$ cat config.mk
export PLATFORM = sky130hd
export DESIGN_NAME = cellrv32_npu_instruction_writer
export DESIGN_NICKNAME = d
export VERILOG_FILES = /design/src/rtl/cellrv32_npu_package.sv /design/src/rtl/cellrv32_npu_instruction_writer.sv
export SDC_FILE = /design/constraint.sdc
export NUM_CORES = 1
export LEC_CHECK = 0
export ABC_AREA = 1
export CORE_MARGIN = 3
export CORE_UTILIZATION = 45
export CTS_CLUSTER_SIZE = 14
export DETAILED_ROUTE_END_ITERATION = 6
export PLACE_DENSITY = 0.77
export SKIP_LAST_GASP = 1
export SYNTH_ARGS = -nofsm -noshare
export SYNTH_HDL_FRONTEND = slang
export SYNTH_SLANG_ARGS = --single-unit
$ cat constraint.sdc
create_clock -name clk_i -period 4.3 [get_ports clk_i]
set_input_delay 1.075 -clock clk_i [delete_from_list [all_inputs] [get_ports clk_i]]
set_output_delay 1.075 -clock clk_i [all_outputs]
set_load 0.03 [all_outputs]
$ cat src/rtl/cellrv32_npu_package.sv
// Shared NPU types and constants, including the instruction-writer FSM
// encoding and the word-select codes used on the register interface.
package cellrv32_npu_package;

    localparam int BYTE_WIDTH = 8;

    typedef logic [4*BYTE_WIDTH-1:0] word_t;
    typedef logic [2*BYTE_WIDTH-1:0] halfword_t;

    typedef enum logic [1:0] {
        EXP_LOW,
        EXP_MID,
        EXP_UP,
        COMMIT
    } npu_iw_state_t;

    localparam logic [1:0] IW_SEL_LOW = 2'd0;
    localparam logic [1:0] IW_SEL_MID = 2'd1;
    localparam logic [1:0] IW_SEL_UP  = 2'd2;

    // Select code the writer is waiting for in a given accepting state.
    function automatic logic [1:0] iw_expected_sel(input npu_iw_state_t s);
        logic [1:0] sel;
        case (s)
            EXP_LOW: sel = IW_SEL_LOW;
            EXP_MID: sel = IW_SEL_MID;
            default: sel = IW_SEL_UP;
        endcase
        return sel;
    endfunction

endpackage

$ cat src/rtl/cellrv32_npu_instruction_writer.sv
// Stages LOW/MID/UP bus writes and issues one atomic three-lane push into the
// NPU instruction FIFO, holding off while the FIFO is full.
module cellrv32_npu_instruction_writer
    import cellrv32_npu_package::*;
#(
    parameter int CNT_WIDTH = 16
) (
    input  logic                 clk_i,
    input  logic                 rst_i,
    input  logic                 wr_req_i,
    input  logic [1:0]           wr_sel_i,
    input  word_t                wr_data_i,
    output logic                 wr_ready_o,
    input  logic                 flush_i,
    input  logic                 fifo_full_i,
    output word_t                low_word_o,
    output word_t                mid_word_o,
    output halfword_t            up_word_o,
    output logic [2:0]           wr_en_o,
    output logic                 seq_err_o,
    input  logic                 err_clr_i,
    output logic [CNT_WIDTH-1:0] issued_cnt_o,
    output npu_iw_state_t        state_o
);

    // Handshake: a write is taken in any cycle where wr_req_i & wr_ready_o;
    // the push is the single cycle where wr_en_o == 3'b111.

    npu_iw_state_t        state_q, state_d;
    word_t                low_q, low_d;
    word_t                mid_q, mid_d;
    halfword_t            up_q, up_d;
    logic                 err_q, err_d;
    logic [CNT_WIDTH-1:0] cnt_q, cnt_d;
    logic                 err_set;
    logic [1:0]           exp_sel;

    always_ff @(posedge clk_i or posedge rst_i) begin
        if (rst_i) begin
            state_q <= EXP_LOW;
            low_q   <= '0;
            mid_q   <= '0;
            up_q    <= '0;
            err_q   <= 1'b0;
            cnt_q   <= '0;
        end else begin
            state_q <= state_d;
            low_q   <= low_d;
            mid_q   <= mid_d;
            up_q    <= up_d;
            err_q   <= err_d;
            cnt_q   <= cnt_d;
        end
    end

    always_comb begin
        state_d    = state_q;
        low_d      = low_q;
        mid_d      = mid_q;
        up_d       = up_q;
        cnt_d      = cnt_q;
        err_set    = 1'b0;
        wr_en_o    = 3'b000;
        exp_sel    = iw_expected_sel(state_q);
        wr_ready_o = (state_q != COMMIT) && !flush_i;

        if (flush_i) begin
            state_d = EXP_LOW;
        end else if (state_q == COMMIT) begin
            if (!fifo_full_i) begin
                wr_en_o = 3'b111;
                cnt_d   = cnt_q + CNT_WIDTH'(1);
                state_d = EXP_LOW;
            end
        end else if (wr_req_i) begin
            if (wr_sel_i == 2'd3) begin
                err_set = 1'b1;
            end else if (wr_sel_i == exp_sel) begin
                case (wr_sel_i)
                    IW_SEL_LOW: begin
                        low_d   = wr_data_i;
                        state_d = EXP_MID;
                    end
                    IW_SEL_MID: begin
                        mid_d   = wr_data_i;
                        state_d = EXP_UP;
                    end
                    default: begin
                        up_d    = wr_data_i[15:0];
                        state_d = COMMIT;
                    end
                endcase
            end else begin
                // Out of order: a stray LOW restarts the instruction, anything else is dropped.
                err_set = 1'b1;
                if (wr_sel_i == IW_SEL_LOW) begin
                    low_d   = wr_data_i;
                    state_d = EXP_MID;
                end else begin
                    state_d = EXP_LOW;
                end
            end
        end

        err_d = err_set | (err_q & ~err_clr_i);
    end

    assign low_word_o   = low_q;
    assign mid_word_o   = mid_q;
    assign up_word_o    = up_q;
    assign seq_err_o    = err_q;
    assign issued_cnt_o = cnt_q;
    assign state_o      = state_q;

endmodule

==> impl_metrics.tcl <==
set metrics [dict create \
    yosys_warnings 0 \
    die_width_um 102 \
    maxCapViolations 0 \
    finalCritPeriodShare_pct 89.3 \
    skew_ns 0.00737 \
    fillerInstances 742 \
    first_iter_violations 118 \
    hold_viol 0 \
    postCtsSetupBuffers 0 \
    routedWlPerCell_um 15.0 \
    dp_hpwl_um 7710 \
    mostFrequentLayoutCell "nand2_1" \
    area_growth_pct 41.7 \
    syn_area_um2 4160 \
    tns_ns 0 \
    synth_seq_cells 99 \
    fmax_mhz 261 \
    status "finished clean" \
    clockBufferDepth 2 \
    postSynthCellCount 461 \
    antenna_left 0 \
    critical_path_arrival_ns 2.76 \
    grt.total_usage_pct 20.9 \
    peakVddDrop_v 0.000230 \
    h-tree-depth 3 \
    setup_violations 0 \
    ys_types 25 \
    drive_above_1_share_pct 5.62 \
    antenna_found_initial 0 \
    wirelength_um 10700 \
    cts_root_buffer "clkbuf_8" \
    grt_pass1_wl_um 17300 \
    dr_total_vias 3555 \
    max_slew_margin_pct 43.3 \
    syn_avg_cell_area_um2 9.03 \
    start_kind "input port" \
    portBuffers 142 \
    area.sequential_um2 2480 \
    place_area_um2 5650 \
    num_rows 34 \
    coreArea_um2 8850 \
    mostFrequentLayoutCells "143 x nand2_1, 142 x clkdlybuf4s50_1, 99 x dfrtp_1" \
    grt_pass1_vias 3577 \
    route.detailed.drc 0 \
    grt-ovfl-total 0 \
    start_util_pct 47.0 \
    num_antenna_cells 0 \
    multi_input_area_um2 1360 \
    path_class "input port to primary output" \
    die-area_um2 10400 \
    place_congestion 0.904 \
    drv_slew 0 \
    leakagePower_nw 2.86 \
    fin_area_um2 5900 \
    post-route-min-period_ns 3.84 \
    path_max_fanout 9 \
    cts_resized 0 \
    numCtsBuffers 9 \
    die_h_um 102 \
    clk-insertion-delay-late_ns 0.35 \
    hold_class "flip-flop to flip-flop" \
    rsz0062_at_grt "no" \
    cts.sinks 99 \
    endpoint_kind "primary output" \
    grt_start_max_net_pins 70 \
    io_pins 143 \
    cts_tree "built" \
    cp.required_ns 3.22 \
    powerDensity_nw_per_um2 461 \
    nNetsFinal 641 \
    path_clk_slew_ns 0.09 \
    drt-pass1-iter-count 4 \
    tightest_slew_ns 0.850 \
    ys_seq_area_share_pct 59.5 \
    vias_per_cell 4.99 \
    ctsHoldBuffers 0 \
    synthesis.nets 502 \
]
-- worst max-delay path, stage by stage --
cell,delay [ns]
clkdlybuf4s50_1,0.42
inv_1,0.14
nand2_1,0.08
nor2_2,0.29
clkdlybuf4s50_1,0.75
-- cell usage after synthesis (all sizes together) --
library cell / number / area share [%]
dfrtp: 99 / 60
clkbuf: 2 / 0.18
buf: 16 / 2.3
o211ai: 1 / 0.18
nand4: 22 / 3.3
nand3b: 1 / 0.18
xnor2: 3 / 0.63
o21ai: 69 / 8.3
nor3: 1 / 0.12
ha: 1 / 0.30
nor2: 19 / 2.6
inv: 59 / 5.3
nand3: 12 / 1.7
xor2: 7 / 1.5
nand2: 149 / 14
-- power breakdown --
part	total [W]	leakage, nW	internal, W	switching, W
clock network	0.000721	0.123	0.000404	0.000317
logic	0.000842	1.45	0.000340	0.000502
registers	0.00116	1.29	0.00107	0.0000843
total	0.00272	2.86	0.00182	0.000904
-- stage by stage --
| stage | hold WS [ns] | setup slack, ns | instances | util, % | total power, W |
|---|---|---|---|---|---|
| after floorplan | 0.647 | 0.635 | 461 | - | 0.00162 |
| after CTS | 0.480 | 0.443 | 713 | 66.7 | 0.00275 |
| final | 0.476 | 0.462 | 713 | 66.7 | 0.00272 |
| after global placement | 0.455 | 0.526 | 697 | 63.9 | 0.00200 |
| after detailed placement | 0.458 | 0.456 | 697 | 63.9 | 0.00203 |
| after global routing | 0.507 | 0.335 | 713 | 66.7 | 0.00286 |
-- registers in the layout (all words and copies together) (netlist names) --
| register | flops |
|---|---|
| low_word_o | 32 |
| mid_word_o | 32 |
| issued_cnt_o | 16 |
| up_word_o | 16 |
| state_o | 2 |
| seq_err_o | 1 |
-- metal layers --
metal	up-vias	part of all wire, %	global-route usage [%]	wire [um]
met5	-	0	0	0
met4	0	1.1	5.45	112
met3	9	6.9	4.16	731
met2	121	48	34.5	5130
met1	1693	44	28.4	4690
li1	1732	-	-	-
-- final timing paths --
kind,start,endpoint,slack [ns],cells past startpoint
worst min-delay path,up_word_o[13],up_word_o[13],0.48,2
max in group asynchronous,rst_i,up_word_o[10],2.29,3
min in group asynchronous,rst_i,low_word_o[23],1.25,2
worst max register to register,state_o[1],mid_word_o[30],2.40,7
worst max-delay path,flush_i,wr_en_o[0],0.46,5
worst min register to register,up_word_o[13],up_word_o[13],0.48,2
-- area by class of cell --
| class | instances | area share [%] |
|---|---|---|
| multi-input cells | 285 | 23.1 |
| clock inverters | 6 | 1.89 |
| repair buffers | 146 | 24.6 |
| flip-flops and latches | 99 | 42.0 |
| clock buffers | 10 | 2.33 |
| well taps | 108 | 2.29 |
| inverters | 59 | 3.80 |
-- cell families after synthesis --
logic type,Yosys count,share of synthesized area [%]
AND/OR/NAND/NOR,204,21.9
flip-flops,99,59.5
buffers and inverters,77,7.75
AO/OA/AOI/OAI,70,8.48
XOR/XNOR,10,2.10
adder cells (fa/ha/maj),1,0.301
Power figures use the tool's default switching activity.
